--- src/rtl/division.sv ---
// Sequential restoring divider: one quotient bit per clock, divide-by-zero flagged on o_error.
// Build option DIVISION_ZERO_SAT_EN: a divide-by-zero returns an all-ones quotient instead of 0.
module division #(
  parameter int WIDTH = 8
) (
  input  logic             i_clk,
  input  logic             i_rst,
  input  logic             i_start,
  input  logic [WIDTH-1:0] i_dividend,
  input  logic [WIDTH-1:0] i_divisor,
  output logic             o_busy,
  output logic             o_done,
  output logic [WIDTH-1:0] o_quotient,
  output logic [WIDTH-1:0] o_remainder,
  output logic             o_error,
  output logic [1:0]       o_state
);

  // Handshake: i_start is taken on any rising edge where o_busy=0 (IDLE or DONE);
  // o_done pulses for one cycle when o_quotient/o_remainder/o_error become valid.

  typedef enum logic [1:0] {
    IDLE = 2'd0,
    CALC = 2'd1,
    DONE = 2'd2
  } state_t;

  localparam int CW = (WIDTH > 1) ? $clog2(WIDTH) : 1;

`ifdef DIVISION_ZERO_SAT_EN
  localparam logic [WIDTH-1:0] ZERO_DIV_Q = '1;
`else
  localparam logic [WIDTH-1:0] ZERO_DIV_Q = '0;
`endif

  state_t           state, state_n;
  logic [CW-1:0]    cnt;
  logic [WIDTH-1:0] dvd;
  logic [WIDTH-1:0] dvs;
  logic [WIDTH-1:0] rem;
  logic [WIDTH:0]   trial;
  logic [WIDTH-1:0] rem_n;
  logic [WIDTH-1:0] dvd_n;
  logic             q_bit;
  logic             accept;
  logic             last;

  // dvd doubles as the quotient register: dividend bits leave at the MSB while
  // quotient bits enter at the LSB, so after WIDTH steps it holds the quotient.
  always_comb begin
    accept = i_start && (state != CALC);
    last   = (cnt == CW'(WIDTH - 1));
    trial  = {rem, dvd[WIDTH-1]};
    q_bit  = 1'b0;
    rem_n  = trial[WIDTH-1:0];
    if (trial >= {1'b0, dvs}) begin
      q_bit = 1'b1;
      rem_n = trial[WIDTH-1:0] - dvs;
    end
    dvd_n = (dvd << 1) | WIDTH'(q_bit);
  end

  always_comb begin
    state_n = state;
    case (state)
      IDLE, DONE: begin
        state_n = IDLE;
        if (accept) state_n = (i_divisor != '0) ? CALC : DONE;
      end
      CALC:    if (last) state_n = DONE;
      default: state_n = IDLE;
    endcase
  end

  always_ff @(posedge i_clk) begin
    if (i_rst) begin
      state       <= IDLE;
      cnt         <= '0;
      dvd         <= '0;
      dvs         <= '0;
      rem         <= '0;
      o_quotient  <= '0;
      o_remainder <= '0;
      o_error     <= 1'b0;
    end else begin
      state <= state_n;
      if (state == CALC) begin
        rem <= rem_n;
        dvd <= dvd_n;
        cnt <= cnt + CW'(1);
        if (last) begin
          o_quotient  <= dvd_n;
          o_remainder <= rem_n;
        end
      end else if (accept) begin
        if (i_divisor != '0) begin
          dvd     <= i_dividend;
          dvs     <= i_divisor;
          rem     <= '0;
          cnt     <= '0;
          o_error <= 1'b0;
        end else begin
          o_error     <= 1'b1;
          o_quotient  <= ZERO_DIV_Q;
          o_remainder <= i_dividend;
        end
      end
    end
  end

  assign o_busy  = (state == CALC);
  assign o_done  = (state == DONE);
  assign o_state = state;

endmodule

--- config.mk ---
export PLATFORM = sky130hd
export DESIGN_NAME = division
export DESIGN_NICKNAME = d
export VERILOG_FILES = /design/src/rtl/division.sv
export SDC_FILE = /design/constraint.sdc
export NUM_CORES = 1
export LEC_CHECK = 0
export CORE_AREA = 2 2 81 83
export CTS_CLUSTER_DIAMETER = 100
export DETAILED_ROUTE_END_ITERATION = 6
export DIE_AREA = 0 0 83 85
export GPL_TIMING_DRIVEN = 0
export PLACE_DENSITY = 0.59
export SYNTH_ARGS = -nofsm -noshare
export SYNTH_HDL_FRONTEND = slang
export SYNTH_SLANG_ARGS = --single-unit
--- constraint.sdc ---
create_clock -name i_clk -period 6.4 [get_ports i_clk]
set_input_delay 1.28 -clock i_clk [delete_from_list [all_inputs] [get_ports i_clk]]
set_output_delay 1.28 -clock i_clk [all_outputs]
set_load 0.01 [all_outputs]
==> results by stage <==
Final layout:
- Relative to the synthesized area, the layout overhead comes to 24.0%.
- The net count reported at finish is between 300 and 400.
- The repair_antennas step left the layout with diodes totalling 0.
- Summing all multi-input logic gate instances after layout gives 1370 um2.
- The proportion of layout cells with a drive suffix above 1 is between 10% and 20%.
- After routing the design area is 2980 um2.
- The layout has 616 filler cells.
- The combined flip-flop and latch cell area is 921 um2.

Floorplanning:
- In this run the count of I/O pins placed on the die edge is 40.
- The area of the placeable core is 6200 um2.
- The die is 83 um wide.
- Once the floorplan was initialized, standard cells occupied between 30% and 40% of the core.
- The floorplan step set the die height to about 85 um.
- The overall die area is 7060 um2.
- The placement row count is 29.

Setup path:
- The required time of the worst setup path is 5120 ps.
- The peak per-stage delay on the critical path is approximately 630 ps.
- The worst setup path is launched from a flop.
- The slowest cell on the critical path is sky130_fd_sc_hd__clkdlybuf4s50_1.
- The signal on the critical path passes through nand2b_1 > clkbuf_2 > inv_1 > clkbuf_1 > clkbuf_1 > clkdlybuf4s50_1.
- The endpoint type of the worst setup path is a primary output.
- The critical path is of the reg -> out type.
- The biggest fanout along the worst timing path is 10.
- The signal arrival time at the worst endpoint is 2580 ps.
- The dominant cell type by count on the critical path is sky130_fd_sc_hd__clkbuf_1.

Synth:
- The top flip-flop cell by instance count after synthesis is sky130_fd_sc_hd__dfxtp_1.
- In this run, synthesis inferred 0 flip-flops with an integrated enable.
- The average instance in the mapped netlist occupies 9.03 um2.
- The cell area after technology mapping is 2400 um2.
- The number of cells produced by synthesis is 266.
- The net count after synthesis is 296.
- Of all cell types, the one taking the most synthesized area is sky130_fd_sc_hd__dfxtp_1.
- Synthesis instantiated 60 different standard cells from the library.
- During synthesis, Yosys emitted a total of 0 warnings.
- Yosys attributes the largest share of cell area to sky130_fd_sc_hd__dfxtp_1 (38%), sky130_fd_sc_hd__mux2i_1 (7.1%), sky130_fd_sc_hd__ha_1 (5.2%), sky130_fd_sc_hd__nor2_1 (4.7%), sky130_fd_sc_hd__a21oi_1 (3.5%).
- The top cell type's share of synthesized area is 38.3%.
- The share of synthesized registers carrying an async set or reset is 0%.
- The post-synthesis sequential element count is 46.
- The register area share after synthesis is 38.3%.

Detailed routing:
- For this run, design rule violations remaining after detail routing come to 0.
- The iteration-0 DRC count of the detailed router is 138.
- The first detailed-routing pass took 4 iterations.
- The wire length reported by the detailed router is 6.00 mm.
- Using the TritonRoute via totals, the vias-per-cell ratio works out to 5.37.
- The overall via count from detail_route is 2,095.
- The average detailed-routed wire length per instance is 15.4 um.
- Once detail routing completed, the nets flagged for antenna violations numbered 0.

Power:
- The combinational cell fraction of total power is between 30% and 40%.
- In this run the power spent charging and discharging nets is between 200 and 300 uW.
- The clock share of power is approximately a quarter.
- In this run the power density over the cells is 248 nW/um2.
- Of the total power, registers draw 42.8%.
- Across the VDD grid, the largest voltage drop is roughly 0.00012 V.
- The cell-internal power is 483 uW.
- Net switching is 34.7% of the power.
- The static power due to leakage is 0.00117 uW.

STA:
- Setup repair after global routing left no endpoint under its margin.
- The worst-case clock skew is 12.4 ps.
- Measured against its own limit, the worst slew margin works out to 62.3%.
- The transition at the pin with the smallest max-transition slack is 565 ps.
- Based on the critical path, the design can be clocked at up to 259 MHz.
- The total setup violations reported at the end of the flow is 0.
- After layout, the minimum clock period comes to 3860 ps.
- The final critical-path share of the clock period is 60.3%.
- The number of slew-limit violations in the final report was 0.
- The sum of negative setup slack is 0 ps.
- The count of endpoints failing hold in the final timing report is 0.

Global route:
- The number of antenna violations at the first check in global routing is 0.
- Entering global routing, the biggest net connects 16 pins.
- The first global-routing pass estimated 9.98 mm of wire.
- The combined global-route utilization of all metal layers is 17.7%.
- For this run the aggregate overflow at the end of global routing stands at 0.
- The via count of the first global-routing pass came to between 1,500 and 2,000.

Clock network:
- After clock tree synthesis, the repair step resized 0 gates.
- The maximum count of clock buffers along a single path is 2.
- The root buffer cell chosen for the clock tree is sky130_fd_sc_hd__clkbuf_8.
- Post-CTS timing repair inserted 0 buffers for setup.
- The clock tree from TritonCTS is done.
- In this run, CTS created clock tree buffers numbering 5.
- Counting every sink on the clock net gives 46.
- Hold repair after CTS inserted 0 buffers.
- CTS built an H-tree with a depth of 2.
- At the later pin of the worst-skew pair, clock insertion delay measures 310 ps.
- After clock tree synthesis, the clock-pin slew on the worst setup and hold paths is around 100 ps.

Place:
- In this run the cell area measured after placement is 2890 um2.
- Routability-driven placement finished with a final weighted congestion of 0.792.
- The number of buffers added on ports is 39.
- The HPWL reported at the end of detailed placement is 4.59 mm.

Run:
- The max-cap violation count is 0.

Status:
- The run finished with clean final reports.

Hold path:
- The worst hold path belongs to the class reg -> reg.
[Yosys cell counts, drive strengths merged (3+ instances only)]
cell type	instances
a22o	4
nand3	16
ha	10
o21a	4
a21oi	18
clkbuf	10
nor4	4
a211oi	10
o21ai	11
xor2	3
nand4	3
nor2	31
a32oi	4
inv	11
dfxtp	46
mux2	3
mux2i	17
o22a	3
buf	4
nand2	22
[layer usage]
layer  routed length [um]  global-route usage (%)
met5                    0                       0
met4                   30                    4.02
met3                  239                    4.28
met2                 2890                    29.7
met1                 2840                    23.2
[layout by cell type, fill, tap and decap left out, types with 5 or more instances in the layout]
cell type                          n
sky130_fd_sc_hd__dfxtp_1          46
sky130_fd_sc_hd__clkdlybuf4s50_1  39
sky130_fd_sc_hd__nor2_1           30
sky130_fd_sc_hd__nand2_1          20
sky130_fd_sc_hd__mux2i_1          17
sky130_fd_sc_hd__a21oi_1          17
sky130_fd_sc_hd__nand3_1          16
sky130_fd_sc_hd__inv_1            11
sky130_fd_sc_hd__a211oi_1         10
sky130_fd_sc_hd__ha_1             10
sky130_fd_sc_hd__clkbuf_1          9
sky130_fd_sc_hd__o21ai_0           7
sky130_fd_sc_hd__clkbuf_8          5
[worst max-delay path: cells and delay by family, from the launching register on]
kind / cells / cell delay (ps)
buffers and inverters: 5 / 1800
flip-flops: 1 / 400
AND/OR/NAND/NOR: 1 / 70
[registers in the layout, summed over array words and instances (netlist names)]
| signal | count |
|---|---|
| cnt | 3 |
| dvd | 8 |
| dvs | 8 |
| o_error | 1 |
| o_quotient | 8 |
| o_remainder | 8 |
| o_state | 2 |
| rem | 8 |
[area by class of cell]
class / instances / area share [%]
Multi-Input combinational cell: 195 / 46.0
Sequential cell: 46 / 30.9
Timing Repair Buffer: 39 / 13.1
Tap cell: 77 / 3.23
Clock buffer: 5 / 2.31
Buffer: 14 / 2.31
Inverter: 11 / 1.39
Clock inverter: 3 / 0.714
[power groups by stage]
stage	logic, uW	registers (uW)	clock network [uW]
6_report	239	317	184
5_1_grt	262	320	203
4_1_cts	238	317	188
2_1_floorplan	175	319	0
3_5_place_dp	237	323	0
3_3_place_gp	236	323	0
[per-stage QoR]
stage / total power (uW) / utilization, % / hold slack (ps) / instances / setup WS (ps)
after floorplan: 494 / - / 443 / 266 / 3780
after global routing: 784 / 48.0 / 478 / 390 / 2360
after global placement: 559 / 46.6 / 438 / 382 / 2820
after CTS: 743 / 48.0 / 458 / 390 / 2510
final: 740 / 48.0 / 453 / 390 / 2540
after detailed placement: 560 / 46.6 / 445 / 382 / 2850
[logic make-up after synthesis]
group,after synthesis,share of synthesized area [%]
buffers and inverters,25,4.58
AOI/OAI and AO/OA,67,20.0
adders and majority gates,11,6.04
and+or+nand+nor,92,20.6
xor gates and xnor gates,5,1.82
muxes,20,8.65
DFF,46,38.3
[final timing paths]
path | startpoint | end | cells past startpoint | slack (ps)
max reg2reg | dvd[7] | rem[6] | 10 | 4060
max | o_state[0] | o_busy | 6 | 2540
min reg2reg | o_quotient[6] | o_quotient[6] | 2 | 450
min | o_quotient[6] | o_quotient[6] | 2 | 450
No activity file was read; power rests on OpenSTA's default activity.
